`config.mk`:
```
export PLATFORM = sky130hd
export DESIGN_NAME = vga_console
export DESIGN_NICKNAME = d
export VERILOG_FILES = /design/src/rtl/vga_console_pkg.sv /design/src/rtl/vga_console_cursor.sv /design/src/rtl/vga_console.sv
export SDC_FILE = /design/constraint.sdc
export NUM_CORES = 1
export LEC_CHECK = 0
export ABC_AREA = 1
export CORE_UTILIZATION = 45
export DETAILED_ROUTE_END_ITERATION = 10
export GPL_TIMING_DRIVEN = 0
export HOLD_SLACK_MARGIN = 0.15
export PLACE_DENSITY = 0.73
export SYNTH_ARGS = -nofsm -noshare
export SYNTH_HDL_FRONTEND = slang
export SYNTH_HIERARCHICAL = 1
export SYNTH_SLANG_ARGS = --single-unit
```
`constraint.sdc`:
```
create_clock -name sys_clk -period 2.9 [get_ports sys_clk]
set_input_delay 0.435 -clock sys_clk [delete_from_list [all_inputs] [get_ports sys_clk]]
set_output_delay 0.435 -clock sys_clk [all_outputs]
set_load 0.1 [all_outputs]
```
`src/rtl/vga_console_pkg.sv`:
```
// Shared definitions for the character-stream console: FSM states, control codes,
// video window layout and the cell address helper.
package vga_console_pkg;

  typedef enum logic [2:0] {
    ST_IDLE,
    ST_WR_CHAR,
    ST_WR_ATTR,
    ST_CLEAR_CHAR,
    ST_CLEAR_ATTR
  } state_e;

  localparam logic [7:0] CH_BS = 8'h08;
  localparam logic [7:0] CH_LF = 8'h0A;
  localparam logic [7:0] CH_FF = 8'h0C;
  localparam logic [7:0] CH_CR = 8'h0D;

  localparam logic [15:0] WIN_BASE    = 16'h6000;
  localparam logic [15:0] ATTR_OFFSET = 16'h1000;
  localparam logic [7:0]  BLANK_GLYPH = 8'h20;

  // Rows are laid out on a fixed 64-cell pitch regardless of the visible width.
  function automatic logic [15:0] cell_addr(input logic [5:0] row, input logic [5:0] col,
                                            input logic is_attr);
    return WIN_BASE | (is_attr ? ATTR_OFFSET : 16'h0000) | {4'b0000, row, col};
  endfunction

endpackage

```
`src/rtl/vga_console_cursor.sv`:
```
// Column/row cursor with advance, CR, LF, BS and zero controls; wraps at COLS/ROWS.
// Also serves as the cell scan counter during a screen clear.
module vga_console_cursor #(
  parameter int COLS = 50,
  parameter int ROWS = 37
) (
  input  logic       clk_i,
  input  logic       n_reset_i,
  input  logic       inc_i,
  input  logic       cr_i,
  input  logic       lf_i,
  input  logic       bs_i,
  input  logic       zero_i,
  output logic [5:0] col_o,
  output logic [5:0] row_o,
  output logic [5:0] next_col_o,
  output logic [5:0] next_row_o
);

  logic [5:0] col_q, col_d;
  logic [5:0] row_q, row_d;
  logic [5:0] row_wrap;

  assign row_wrap = (row_q == 6'(ROWS - 1)) ? 6'd0 : row_q + 6'd1;

  always_comb begin
    col_d = col_q;
    row_d = row_q;
    if (zero_i) begin
      col_d = 6'd0;
      row_d = 6'd0;
    end else if (inc_i) begin
      if (col_q == 6'(COLS - 1)) begin
        col_d = 6'd0;
        row_d = row_wrap;
      end else begin
        col_d = col_q + 6'd1;
      end
    end else if (cr_i) begin
      col_d = 6'd0;
    end else if (lf_i) begin
      row_d = row_wrap;
    end else if (bs_i && (col_q != 6'd0)) begin
      col_d = col_q - 6'd1;
    end
  end

  always_ff @(posedge clk_i) begin
    if (!n_reset_i) begin
      col_q <= 6'd0;
      row_q <= 6'd0;
    end else begin
      col_q <= col_d;
      row_q <= row_d;
    end
  end

  assign col_o      = col_q;
  assign row_o      = row_q;
  assign next_col_o = col_d;
  assign next_row_o = row_d;

endmodule

```
`src/rtl/vga_console.sv`:
```
// Byte-stream console driving character/colour writes into the 0x6000-0x7FFF window.
// Optional screen clear on form feed when VGA_CONSOLE_CLEAR_EN is defined.
module vga_console
  import vga_console_pkg::*;
#(
  parameter int COLS = 50,
  parameter int ROWS = 37
) (
  input  logic        sys_clk,
  input  logic        n_reset,
  input  logic [7:0]  in_data,
  input  logic [7:0]  in_attr,
  input  logic        in_valid,
  output logic        in_ready,
  output logic [15:0] vid_addr,
  output logic [7:0]  vid_data,
  output logic        vid_we,
  output logic [5:0]  cursor_col,
  output logic [5:0]  cursor_row,
  output logic        busy
);

  state_e      state_q, state_d;
  logic [7:0]  attr_q, attr_d;
  logic        we_q, we_d;
  logic [15:0] addr_q, addr_d;
  logic [7:0]  data_q, data_d;
  logic        inc, cr, lf, bs, zero;
  logic [5:0]  col, row, next_col, next_row;

  vga_console_cursor #(.COLS(COLS), .ROWS(ROWS)) u_cursor (
    .clk_i      (sys_clk),
    .n_reset_i  (n_reset),
    .inc_i      (inc),
    .cr_i       (cr),
    .lf_i       (lf),
    .bs_i       (bs),
    .zero_i     (zero),
    .col_o      (col),
    .row_o      (row),
    .next_col_o (next_col),
    .next_row_o (next_row)
  );

  // Character writes address the cursor's next position: it equals the current one on
  // a printable accept, and is the freshly advanced/zeroed cell during a clear.
  always_comb begin
    state_d = state_q;
    attr_d  = attr_q;
    we_d    = 1'b0;
    addr_d  = 16'h0000;
    data_d  = 8'h00;
    inc     = 1'b0;
    cr      = 1'b0;
    lf      = 1'b0;
    bs      = 1'b0;
    zero    = 1'b0;
    case (state_q)
      ST_IDLE: begin
        if (in_valid) begin
          attr_d = in_attr;
          case (in_data)
            CH_CR: cr = 1'b1;
            CH_LF: lf = 1'b1;
            CH_BS: bs = 1'b1;
`ifdef VGA_CONSOLE_CLEAR_EN
            CH_FF: begin
              zero    = 1'b1;
              state_d = ST_CLEAR_CHAR;
              we_d    = 1'b1;
              addr_d  = cell_addr(next_row, next_col, 1'b0);
              data_d  = BLANK_GLYPH;
            end
`else
            CH_FF: ;
`endif
            default: begin
              state_d = ST_WR_CHAR;
              we_d    = 1'b1;
              addr_d  = cell_addr(next_row, next_col, 1'b0);
              data_d  = in_data;
            end
          endcase
        end
      end
      ST_WR_CHAR: begin
        state_d = ST_WR_ATTR;
        we_d    = 1'b1;
        addr_d  = cell_addr(row, col, 1'b1);
        data_d  = attr_q;
      end
      ST_WR_ATTR: begin
        inc     = 1'b1;
        state_d = ST_IDLE;
      end
`ifdef VGA_CONSOLE_CLEAR_EN
      ST_CLEAR_CHAR: begin
        state_d = ST_CLEAR_ATTR;
        we_d    = 1'b1;
        addr_d  = cell_addr(row, col, 1'b1);
        data_d  = attr_q;
      end
      ST_CLEAR_ATTR: begin
        inc = 1'b1;
        if (col == 6'(COLS - 1) && row == 6'(ROWS - 1)) begin
          state_d = ST_IDLE;
        end else begin
          state_d = ST_CLEAR_CHAR;
          we_d    = 1'b1;
          addr_d  = cell_addr(next_row, next_col, 1'b0);
          data_d  = BLANK_GLYPH;
        end
      end
`endif
      default: state_d = ST_IDLE;
    endcase
  end

  always_ff @(posedge sys_clk) begin
    if (!n_reset) begin
      state_q <= ST_IDLE;
      attr_q  <= 8'h00;
      we_q    <= 1'b0;
      addr_q  <= 16'h0000;
      data_q  <= 8'h00;
    end else begin
      state_q <= state_d;
      attr_q  <= attr_d;
      we_q    <= we_d;
      addr_q  <= addr_d;
      data_q  <= data_d;
    end
  end

  assign in_ready   = (state_q == ST_IDLE);
  assign busy       = (state_q != ST_IDLE);
  assign vid_we     = we_q;
  assign vid_addr   = addr_q;
  assign vid_data   = data_q;
  assign cursor_col = col;
  assign cursor_row = row;

endmodule

```
**Word-level counts from Yosys, hierarchy flattened**

Index checks and enable logic that the tools add are counted.

- Add/sub/neg operators: 3
- Equality and inequality tests: 10
- Mux-type cells: 32
- Reduce and logical (&&, ||, !) cells: 7

Operator list:

| kind | count |
|---|---|
| $mux 6 | 10 |
| $eq 8x4->1 const B | 4 |
| $mux 15 | 2 |
| $pmux 15 s2 | 1 |
| $mux 8 | 2 |
| $pmux 8 s2 | 1 |
| $add 6x1->6 const B | 2 |
| $eq 6x6->1 const B | 2 |
| $mux 1 | 12 |
| $mux 3 | 2 |
| $pmux 3 s2 | 1 |
| $reduce_bool 6->1 | 1 |
| $sub 6x1->6 const B | 1 |
| $ne 2x2->1 const B | 2 |
| $reduce_and 2->1 | 2 |
| $reduce_or 4->1 | 1 |
| $eq 3x1->1 const B | 1 |
| $eq 3x2->1 const B | 1 |
| $logic_not 3->1 | 1 |
| $reduce_bool 3->1 | 1 |
| $pmux 1 s2 | 1 |
| $logic_and 1x1->1 | 1 |

- Register bits: 48
- Input bits: 19
- Output and inout port bits: 39
- Logic and storage cells: 59

**Longest topological paths before layout**

- Depth after elaboration: 12
- Mapped depth: 15
- Depth with buffers taken out: 14

**By module**

The synthesis kept the hierarchy.

By module, submodules not included:

| module | instances | cells each | area an instance (sq um) | seq. area each (sq um) |
|---|---|---|---|---|
| vga_console | 1 | 161 | 1273.7 | 640.6 |
| vga_console_cursor | 1 | 176 | 1053.5 | 240.2 |

**Worst setup path before layout**

OpenSTA, ideal clock, no wires.

- Path type: flip-flop to flip-flop
- From: reg state_q[1]
- To: reg addr_q[6], in the netlist vid_addr[6]
- Library setup time: 0.116 ns
- Arrival time: 2.423 ns
- Data required time: 2.784 ns
- Path slack: 0.361 ns
- Stages on the path, launching flop included: 14
- Buffers on the path: 1
- Clock period less this slack: 2.539 ns
- Cells stage by stage: dfxtp_1 -> nor2_4 -> nand2_4 -> buf_2 -> nor3_1 -> nand3_1 -> nand2_4 -> inv_1 -> nor2_1 -> nor2_1 -> nand2_1 -> inv_1 -> nand4_1 -> nand2_1

- Cells in the longest elaborated chain, start to end: 8
- Elaborated cells between the ends (all ways): 12
- Classes of those cells: eq/ne: 2; mux: 9; reduce/logical: 1

RTL lines:

| element | line | text |
|---|---|---|
| start, declared | vga_console.sv:23 | `state_e state_q, state_d;` |
| start signal, assigned | vga_console.sv:127 | `state_q <= state_d;` |
| $logic_not 3->1 | - |  |
| via in_ready | vga_console.sv:14 | `output logic in_ready,` |
| $mux 1 | vga_console.sv:58 | `case (state_q)` |
| via lf | vga_console.sv:28 | `logic inc, cr, lf, bs, zero;` |
| $mux 6 | vga_console_cursor.sv:41 | `end else if (lf_i) begin` |
| $mux 6 | vga_console_cursor.sv:39 | `end else if (cr_i) begin` |
| $mux 6 | vga_console_cursor.sv:32 | `end else if (inc_i) begin` |
| via next_row[0] | vga_console.sv:29 | `logic [5:0] col, row, next_col, next_row;` |
| $mux 15 | vga_console.sv:62 | `case (in_data)` |
| $mux 15 | vga_console.sv:60 | `if (in_valid) begin` |
| $pmux 15 s2 | vga_console.sv:58 |  |
| end signal, assigned | vga_console.sv:130 | `addr_q <= addr_d;` |
| end, declared | vga_console.sv:26 | `logic [15:0] addr_q, addr_d;` |

The timed path passes the listed nets, and every way through them passes these cells.
A chain may end at the register's enable or synchronous reset.

**Worst setup path in the final report**

- From: in in_valid
- To: reg addr_q[6], in the netlist vid_addr[6]

- Cells in the longest elaborated chain, start to end: 8
- Elaborated cells between the ends (all ways): 10
- Classes of those cells: mux: 10

RTL lines:

| element | line | text |
|---|---|---|
| start, declared | vga_console.sv:13 | `input logic in_valid,` |
| $mux 1 | vga_console.sv:60 |  |
| $mux 1 | vga_console.sv:58 |  |
| via lf | vga_console.sv:28 |  |
| $mux 6 | vga_console_cursor.sv:41 |  |
| $mux 6 | vga_console_cursor.sv:39 |  |
| $mux 6 | vga_console_cursor.sv:32 |  |
| via next_row[0] | vga_console.sv:29 |  |
| $mux 15 | vga_console.sv:62 |  |
| $mux 15 | vga_console.sv:60 |  |
| $pmux 15 s2 | vga_console.sv:58 |  |

The timed path passes the listed nets, and every way through them passes these cells.

==> flow_summary.yaml <==
outcome:
  outcome: "finished, final reports clean"
floorplan:
  die_area_um2: 5460
  die_width_um: 73.9
  io_pins: 58
  start_util_pct: 48.0
  die_y_um: 73.9
  row_count: 25
  core_area_um2: 4850
clock_tree:
  cts_made_buffers: 5
  cts_tree: "built"
  holdBufCountCts: 0
  cts_resized: 0
  clk_latency_ps: 290
  cts_root_buf: "clkbuf_8"
  path_clk_slew_ps: 80
  cts.path.max_buffers: 2
  cts_sinks: 44
  h-tree-depth: 2
  postCtsSetupRepairBufs: 0
timing:
  hold_viol_final: 0
  worst_slew_pin_slew_ps: 1010
  skew_ps: 7.32
  slew_headroom_pct: 32.5
  rsz0062_at_grt: "no"
  finalSetupViolCount: 0
  period_share_pct: 88.2
  drv_slew: 0
  setup_tns_ps: 0
  min_period_ps: 2560
  fmax_ghz: 0.391
placement:
  hpwl_mm: 4.07
  port_buffers: 56
  gp_congestion: 0.902
min_path:
  hold_start: "attr_q[2]"
  hold_class: "flop to flop"
detailed_routing:
  wl_mm: 5.53
  routedWlPerCell_um: 11.8
  viasPerCell: 4.91
  drtIter0Drc: 189
  drc_errors: 0
  drt-pass1-iter-count: 4
  drt.antenna.violating_nets: 0
  dr_total_vias: 2306
synth:
  ys_async_sr_fraction_pct: 0
  synth-edff-count: 0
  synth_most_common_cell: "nand2_1"
  synthesis.area_um2: 2330
  synth_top_area_share_pct: 37.8
  syn_area_per_cell_um2: 6.91
  synth_area_leaders: "dfxtp_1, nand2_1, nor2_1"
  synth-warning-count: 6
  synth_ff_type: "dfxtp_1"
  yosysSeqAreaShare_pct: 37.8
  synth-seq-cells: 44
  synth_cell_type_count: 29
  synth_common_cells: "nand2_1, nor2_1, dfxtp_1"
  synth_top_area_cell: "dfxtp_1"
  netlist_instances: 337
grt:
  grt_max_degree: 13
  grt_usage_pct: 21.4
  antenna_found_initial: 0
  grt_pass1_wl_mm: 8.94
  grt_pass1_vias: 2035
  gr-total-overflow: 0
critical_path:
  setup.worst_path.class: "input pin to flop"
  critPathArrivalTime_ps: 2750
  cp-start-kind: "input pin"
  critPathCaptureType: "flop"
  path_max_fanout: 10
  timing.rr.start: "state_q[1]"
  critical_path_required_ps: 3100
  crit_start: "in_valid"
cells_and_area:
  post-route-util_pct: 63.3
  fin_nets: 427
  drive_gt1_share_pct: 9.18
  area_growth_pct: 31.9
  antennaDiodeCount: 0
power:
  p_per_area_nw_per_um2: 431
  power.leakage_nw: 1.50
  max-vdd-ir-drop_mv: 0.375
job:
  cap_viol_max_count: 0
area by class of cell:
type                       instances  area [µm²]
buffer                            12        90.1
clock buffer                       8        90.1
fill                             440        1780
inverter                          45         169
multi-input combinational        238        1190
sequential                        44         881
tap                               67        83.8
timing repair buffer              56         561
cells in the final DEF, fill, tap and decap left out:
master and instances:
ha_1 6, nor4_1 1, o21ai_0 11, nand3_2 1
nor2_4 2, nand3_1 23, clkbuf_8 6, nand3b_1 1
nand4_1 21, a21oi_1 5, dfxtp_1 44, nand2_1 84
buf_6 3, inv_2 2, nand4_2 1, nor2_1 50
nand2_4 3, buf_4 5, clkbuf_1 3, xor2_1 5
inv_1 43, nor2_2 6, o21ai_1 2, xor2_2 1
nand2_2 2, nor3_1 8, conb_1 3, clkdlybuf4s50_1 56
buf_2 3, or2_2 1, nor2_8 1
metal layers:
metal	vias up	wire length [µm]	GRT usage, %
met5	-	0	0
met2	74	2620	34.9
met3	9	314	5.49
met1	1040	2540	27.4
li1	1183	-	-
met4	0	57	7.26
power breakdown:
group	internal (W)	total, W	leakage (nW)	switching, W
combinational	0.0000856	0.000293	1.09	0.000207
clock	0.000194	0.000390	0.0455	0.000195
sequential	0.000626	0.000639	0.358	0.0000137
sequential cells by signal, indices dropped and copies added, names as in the netlist:
signal,count
attr_q,8
vid_addr,13
u_cursor/col_o,6
state_q,2
vid_we,1
vid_data,8
u_cursor/row_o,6
logic make-up (layout without fill, tap and decap cells):
| kind of cell | count (synthesis) | in the layout | share of synthesized area [%] |
|---|---|---|---|
| AOI/OAI and AO/OA | 18 | 18 | 3.87 |
| buffers and inverters | 57 | 121 | 11.1 |
| adders and majority gates | 6 | 6 | 3.23 |
| and+or+nand+nor | 205 | 205 | 41.2 |
| DFF | 44 | 44 | 37.8 |
| xor gates and xnor gates | 6 | 6 | 2.58 |
| other | 1 | 3 | 0.161 |
worst max-delay path, stage by stage:
cell	delay (ps)
clkdlybuf4s50_1	590
nand2_4	110
buf_2	190
nor3_1	520
nand3_1	240
nand2_4	180
inv_1	70
nor2_1	100
nor2_1	50
nand2_1	80
inv_1	50
nand4_1	80
nand2_1	50
final timing paths:
kind / cells after the start / slack (ps) / endpoint
max: 13 / 340 / vid_addr[6]
min: 2 / 450 / vid_data[2]
min reg2reg: 2 / 450 / vid_data[2]
max reg2reg: 13 / 520 / vid_addr[6]
stage by stage:
step	cell area [µm²]	std cells	worst slack [ps]	power [W]	hold slack (ps)
after global routing	3070	470	158	0.00138	480
after global placement	2980	462	50.8	0.000943	437
after floorplan	2330	339	361	0.000864	427
after CTS	3070	470	334	0.00133	453
after detailed placement	2980	462	13.9	0.000946	440
final	3070	470	343	0.00132	454
Note: power is estimated with default switching activity, not from simulation.
